===== config.mk =====
export PLATFORM = sky130hd
export DESIGN_NAME = ntt_out_collector
export DESIGN_NICKNAME = d
export VERILOG_FILES = /design/src/rtl/ntt_out_collector.sv
export SDC_FILE = /design/constraint.sdc
export NUM_CORES = 2
export LEC_CHECK = 0
export CAP_MARGIN = 25
export CORE_MARGIN = 5
export CORE_UTILIZATION = 45
export CTS_BUF_LIST = sky130_fd_sc_hd__clkbuf_2 sky130_fd_sc_hd__clkbuf_4 sky130_fd_sc_hd__clkbuf_8
export DETAILED_ROUTE_END_ITERATION = 6
export SLEW_MARGIN = 25
export SYNTH_ARGS = -nofsm -noshare
export SYNTH_HDL_FRONTEND = slang
export SYNTH_SLANG_ARGS = --single-unit

===== constraint.sdc =====
create_clock -name clk_i -period 5.5 [get_ports clk_i]
set_clock_uncertainty 0.2 [all_clocks]
set_input_delay 1.1 -clock clk_i [delete_from_list [all_inputs] [get_ports clk_i]]
set_output_delay 1.1 -clock clk_i [all_outputs]
set_load 0.005 [all_outputs]

===== src/rtl/ntt_out_collector.sv =====
// ntt_out_collector
//
// Collects one N-coefficient polynomial from the four result lanes of the NTT
// wrap core (4 coefficients per beat). It then replays the coefficients in
// natural order, one per cycle, on a valid/ready stream.
//
// Optional feature macro: NTT_COLLECT_MODQ_EN
//   When this macro is defined, each lane is conditionally reduced (v >= Q ? v - Q : v)
//   before it is stored. The reduction adds no latency.
//
// Ports:
//   clk_i                 clock, rising edge
//   rst_ni                asynchronous active-low reset
//   in_valid_i            input beat strobe
//   in_data1_i..4_i       coefficients 4k..4k+3 of beat k
//   in_mode_i             NTT(0)/INTT(1) tag, sampled on the first beat
//   clear_i               synchronous return to idle, clears overflow
//   out_valid_o/ready_i   output handshake
//   out_data_o            coefficient value
//   out_index_o           coefficient index 0..N-1
//   out_last_o            high with index N-1
//   out_mode_o            latched mode tag
//   busy_o                not idle
//   overflow_o            sticky: an input beat was dropped
module ntt_out_collector #(
    parameter int unsigned DATA_W = 16,
    parameter int unsigned N      = 256,
    parameter int unsigned Q      = 3329
) (
    input  logic                 clk_i,
    input  logic                 rst_ni,
    input  logic                 in_valid_i,
    input  logic [DATA_W-1:0]    in_data1_i,
    input  logic [DATA_W-1:0]    in_data2_i,
    input  logic [DATA_W-1:0]    in_data3_i,
    input  logic [DATA_W-1:0]    in_data4_i,
    input  logic                 in_mode_i,
    input  logic                 clear_i,
    output logic                 out_valid_o,
    input  logic                 out_ready_i,
    output logic [DATA_W-1:0]    out_data_o,
    output logic [$clog2(N)-1:0] out_index_o,
    output logic                 out_last_o,
    output logic                 out_mode_o,
    output logic                 busy_o,
    output logic                 overflow_o
);

    localparam int unsigned AW = $clog2(N);
    localparam int unsigned BW = (N > 4) ? $clog2(N / 4) : 1;

    // StPrime is the first cycle of the drain phase: it loads word 0 into the
    // prefetch register, so out_valid rises two edges after the last beat.
    typedef enum logic [1:0] {StIdle, StFill, StPrime, StDrain} state_e;

    state_e            state_q, state_d;
    logic [BW-1:0]     beat_q, beat_d;
    logic [DATA_W-1:0] pf_q, pf_d;
    logic              out_valid_q, out_valid_d;
    logic [DATA_W-1:0] out_data_q, out_data_d;
    logic [AW-1:0]     out_index_q, out_index_d;
    logic              out_last_q, out_last_d;
    logic              mode_q, mode_d;
    logic              ovf_q, ovf_d;

    logic [DATA_W-1:0] mem_q [N];
    logic [DATA_W-1:0] lane_raw [4];
    logic [DATA_W-1:0] lane_wr [4];
    logic              wr_en;
    logic [AW-1:0]     wr_base;
    logic [AW-1:0]     nxt_idx;

    assign lane_raw[0] = in_data1_i;
    assign lane_raw[1] = in_data2_i;
    assign lane_raw[2] = in_data3_i;
    assign lane_raw[3] = in_data4_i;

`ifdef NTT_COLLECT_MODQ_EN
    // Inputs are below 2Q, so one conditional subtract fully reduces them.
    always_comb begin
        for (int i = 0; i < 4; i++) begin
            lane_wr[i] = (lane_raw[i] >= DATA_W'(Q)) ? lane_raw[i] - DATA_W'(Q) : lane_raw[i];
        end
    end
`else
    // Q only matters for the reduced-store build.
    logic unused_q_bits;
    assign unused_q_bits = ^Q;

    always_comb begin
        for (int i = 0; i < 4; i++) begin
            lane_wr[i] = lane_raw[i];
        end
    end
`endif

    assign wr_base = AW'({beat_q, 2'b00});

    // Buffer contents need no reset: every word is written before it is read.
    always_ff @(posedge clk_i) begin
        if (wr_en) begin
            for (int i = 0; i < 4; i++) begin
                mem_q[wr_base + AW'(i)] <= lane_wr[i];
            end
        end
    end

    always_comb begin
        state_d     = state_q;
        beat_d      = beat_q;
        pf_d        = pf_q;
        out_valid_d = out_valid_q;
        out_data_d  = out_data_q;
        out_index_d = out_index_q;
        out_last_d  = out_last_q;
        mode_d      = mode_q;
        ovf_d       = ovf_q;
        wr_en       = 1'b0;
        nxt_idx     = (out_index_q == AW'(N - 1)) ? '0 : out_index_q + 1'b1;

        if (clear_i) begin
            state_d     = StIdle;
            beat_d      = '0;
            out_valid_d = 1'b0;
            out_index_d = '0;
            out_last_d  = 1'b0;
            ovf_d       = 1'b0;
        end else begin
            unique case (state_q)
                StIdle, StFill: begin
                    if (in_valid_i) begin
                        wr_en = 1'b1;
                        if (state_q == StIdle) begin
                            mode_d = in_mode_i;
                        end
                        if (beat_q == BW'(N / 4 - 1)) begin
                            beat_d  = '0;
                            state_d = StPrime;
                        end else begin
                            beat_d  = beat_q + 1'b1;
                            state_d = StFill;
                        end
                    end
                end
                StPrime: begin
                    if (in_valid_i) begin
                        ovf_d = 1'b1;
                    end
                    pf_d    = mem_q[0];
                    state_d = StDrain;
                end
                StDrain: begin
                    // Includes a beat arriving with the final handshake.
                    if (in_valid_i) begin
                        ovf_d = 1'b1;
                    end
                    if (!out_valid_q) begin
                        out_valid_d = 1'b1;
                        out_data_d  = pf_q;
                        out_index_d = '0;
                        out_last_d  = 1'b0;
                    end else if (out_ready_i) begin
                        out_index_d = nxt_idx;
                        if (out_last_q) begin
                            state_d     = StIdle;
                            out_valid_d = 1'b0;
                            out_last_d  = 1'b0;
                        end else begin
                            out_data_d = mem_q[nxt_idx];
                            out_last_d = (nxt_idx == AW'(N - 1));
                        end
                    end
                end
                default: state_d = StIdle;
            endcase
        end
    end

    always_ff @(posedge clk_i or negedge rst_ni) begin
        if (!rst_ni) begin
            state_q     <= StIdle;
            beat_q      <= '0;
            pf_q        <= '0;
            out_valid_q <= 1'b0;
            out_data_q  <= '0;
            out_index_q <= '0;
            out_last_q  <= 1'b0;
            mode_q      <= 1'b0;
            ovf_q       <= 1'b0;
        end else begin
            state_q     <= state_d;
            beat_q      <= beat_d;
            pf_q        <= pf_d;
            out_valid_q <= out_valid_d;
            out_data_q  <= out_data_d;
            out_index_q <= out_index_d;
            out_last_q  <= out_last_d;
            mode_q      <= mode_d;
            ovf_q       <= ovf_d;
        end
    end

    assign out_valid_o = out_valid_q;
    assign out_data_o  = out_data_q;
    assign out_index_o = out_index_q;
    assign out_last_o  = out_last_q;
    assign out_mode_o  = mode_q;
    assign busy_o      = (state_q != StIdle);
    assign overflow_o  = ovf_q;

endmodule


==> impl_metrics.toml <==
[outcome]
outcome = "finished clean"

[routing]
drt_wl_total_um = 547000
vias_per_cell = 6.51
wl_per_cell_um = 38.7
route.detailed.drc = 0
initialDrtViolationCount = 15200
first_pass_iters = 6
ant_nets = 0
num_vias = 92000

[floorplanning]
rows = 219
die_w_um = 609
die-area_um2 = 371000
initial_core_util_pct = 45.3
die_h_um = 609
core_area_um2 = 356000
ioPinCount = 99

[cts]
cts_max_level = 6
clock-sinks = 4148
cts_root_buffer = "clkbuf_8"
cts_tree = "done"
clk_latency_ns = 1.24
numCtsBuffers = 662
clockBufferDepth = 4
cts_setup_buffers = 0
clk_pin_slew_ns = 0.06

[timing]
whs_ns = 0.125
period_share_pct = 92.8
slew_viol_final = 0
setup_violations = 0
finalCriticalPeriod_ns = 5.11
hold_viol_final = 0
relSlewSlack_pct = 21.8
setup_tns_ns = 0
rsz0062_at_grt = "no"
worstMarginPinSlew_ns = 1.17
fmax_mhz = 196

[global_route]
globalRouteOverflowTotal = 0
antenna_found_initial = 59
grt_pass1_wl_um = 740000
grt_pass1_vias = 88700
grt.total_usage_pct = 28.9
grt_max_degree = 82

[setup_path]
worstRegToRegCells = 13
critPathMaxStageDelay_ns = 0.62
crit_fanout = 25
arrival_ns = 5.99
rrSetupSlack_ns = 0.39
crit_path_start = "out_index_o[1]$_DFFE_PN0P_"
r2r_end = "out_data_o[3]$_DFFE_PN0P_"
crit_chain = "ha_2, nand3_4, o21ai_4, buf_12, buf_12, mux4_1, nand2_1, a21oi_1, a221o_1, a2111oi_2, buf_4, nand4_1, o2111a_1"
end_kind = "register"
worst_path_max_delay_cell = "a2111oi_2"
worstSetupPathType = "register to register"
worst_ep_required_time_ns = 6.39
critPathLaunchType = "register"
reg2reg_from = "out_index_o[1]$_DFFE_PN0P_"
cp-endpoint = "out_data_o[3]$_DFFE_PN0P_"
crit_top_cell = "buf_12"

[power_and_ir_drop]
clockPowerShare_pct = 42.1
p_int_uw = 48500
seqPwrFrac_pct = 56.5
total_power_uw = 61600
comb_power_share_pct = 1.4
p_per_area_nw_per_um2 = 337
p_sw_uw = 13100
swShare_pct = 21.3
peakVddDrop_mv = 0.255
p_leak_uw = 0.0567

[layout]
register_area_um2 = 124000
synthToLayoutAreaGrowth_pct = 13.4
layout.nets = 8906
final_area_um2 = 183000
drive_gt1_share_pct = 26.0
fill_cells = 28300
multi_input_area_um2 = 34100

[synthesis]
synth_cell_types = 101
postSynthCellCount = 8048
synth-seq-cells = 4148
yosys.area.top_type = "edfxtp_1"
yosysMostFrequentCell = "edfxtp_1"
synth_edf_count = 4096
synth-seq-area-share_pct = 77.0
async_flop_share_pct = 1.25
synth_nets = 8124
yosysTopAreaCellShare_pct = 76.2
postSynthAreaPerCell_um2 = 20.0
ys_top_cells_by_area = "edfxtp_1 (76%), mux4_2 (9.4%), nand2_1 (1.8%), mux4_1 (1.7%), mux2i_1 (1.3%)"
synth_ff_type = "edfxtp_1"
ys_warn_count = 0
synthesis.area_um2 = 161000
yosys-top-cells-count = "edfxtp_1 (4,096), nand2_1 (765), mux4_2 (670)"

[flow_run]
max_cap_violations = 0

[placed_design]
dp_hpwl_um = 317000
gp_congestion = 0.858
numPortBuffers = 98
place_area_um2 = 170000

[min_path]
hold_path_class = "input port to register"
==> registers in the layout, indices dropped and copies added (netlist names), 2 cells and up <==
name,count
beat_q,6
mem_q,4096
out_data_o,16
out_index_o,8
pf_q,16
state_q,2
==> layer usage <==
layer	up-vias	wire [µm]	GRT usage (%)
li1	35100	-	-
met1	48600	202000	40.2
met2	7004	248000	43.6
met3	1192	71900	7.86
met4	16	24400	11.4
met5	-	183	0.181
==> cells in the final DEF (no fill, tap or decap), types with 14 or more instances in the layout <==
master,n
mux4_2,670
a211oi_1,32
mux4_1,103
clkinv_2,44
nor2_1,157
nor3_1,38
a2111oi_0,14
dfrtp_1,50
clkinv_1,134
buf_12,103
a22o_1,24
a21oi_1,128
o21ai_0,150
buf_2,63
nand4_1,60
nand2_1,763
a22oi_1,89
inv_6,15
diode_2,50
o221ai_1,18
mux2i_1,202
a31oi_1,63
edfxtp_1,4096
clkbuf_4,243
clkbuf_8,682
clkdlybuf4s50_1,33
o211ai_1,42
nor4_1,28
buf_4,375
mux2_2,29
nand3_1,238
a221oi_1,38
a32oi_1,74
o22ai_1,96
and3_1,33
nor2_4,79
inv_8,15
a311oi_1,14
o2111ai_1,33
==> through the flow <==
stage / util, % / setup WS, ns / cells
final: 51.3 / 0.394 / 14100
after global routing: 51.3 / 0.215 / 14100
after CTS: 51.3 / 0.0155 / 14100
after detailed placement: 47.7 / -0.0301 / 12900
after global placement: 47.7 / -0.340 / 12900
after floorplan: - / 0.255 / 8048
==> critical path: cells and delay by family, from the launching register on <==
kind / cells / cell delay (ns)
AOI/OAI and AO/OA: 5 / 1.84
muxes: 1 / 0.55
DFF: 1 / 0.52
and+or+nand+nor: 3 / 0.49
adders and majority gates: 1 / 0.46
buffers and inverters: 3 / 0.82
==> timing repair <==
action / CTS / global route
gates cloned: 0 / 0
hold endpoints to repair: 52 / 0
resized for setup: 1 / 2
endpoints found under the setup margin: 1 / 2
hold buffers: 6 / 0
==> area by class of cell <==
class / instances / share of cell area [%]
Tap cell: 4751 / 3.25
Multi-Input combinational cell: 3423 / 18.6
Antenna cell: 50 / 0.0684
Clock buffer: 925 / 6.13
Inverter: 11 / 0.0280
Sequential cell: 4148 / 67.9
Timing Repair Buffer: 584 / 3.11
Clock inverter: 239 / 0.854
==> power groups by stage <==
| stage | Combinational (µW) | Sequential, µW | Clock [µW] |
|---|---|---|---|
| after floorplan | 75.1 | 35500 | 0 |
| after CTS | 856 | 34900 | 26200 |
| final | 862 | 34800 | 25900 |
| after global placement | 850 | 35500 | 0 |
| after detailed placement | 850 | 35500 | 0 |
| after global routing | 886 | 34800 | 27700 |
==> worst min-delay path by stage <==
stage	startpoint	endpoint	slack, ns	depth (start not counted)
2_1_floorplan	mem_q[0][3]$_DFFE_PP_	pf_q[3]$_DFFE_PN0P_	0.25	2
3_3_place_gp	mem_q[0][3]$_DFFE_PP_	pf_q[3]$_DFFE_PN0P_	0.26	2
3_5_place_dp	mem_q[0][3]$_DFFE_PP_	pf_q[3]$_DFFE_PN0P_	0.29	2
4_1_cts	in_data3_i[5]	mem_q[14][5]$_DFFE_PP_	0.04	1
5_1_grt	in_data3_i[5]	mem_q[14][5]$_DFFE_PP_	0.06	1
6_report	in_data3_i[5]	mem_q[14][5]$_DFFE_PP_	0.12	1
==> kinds of logic (layout without fill, tap and decap cells) <==
logic type,Yosys count,after routing,synth area share [%]
AOI/OAI and AO/OA,935,935,4.06
xor gates and xnor gates,11,11,0.0597
adders and majority gates,6,6,0.0465
buffers and inverters,477,1759,2.34
DFF,4148,4148,77.0
muxes,1004,1004,12.5
other,0,50,0
and+or+nand+nor,1467,1467,3.96
No activity file was read; power rests on OpenSTA's default activity.
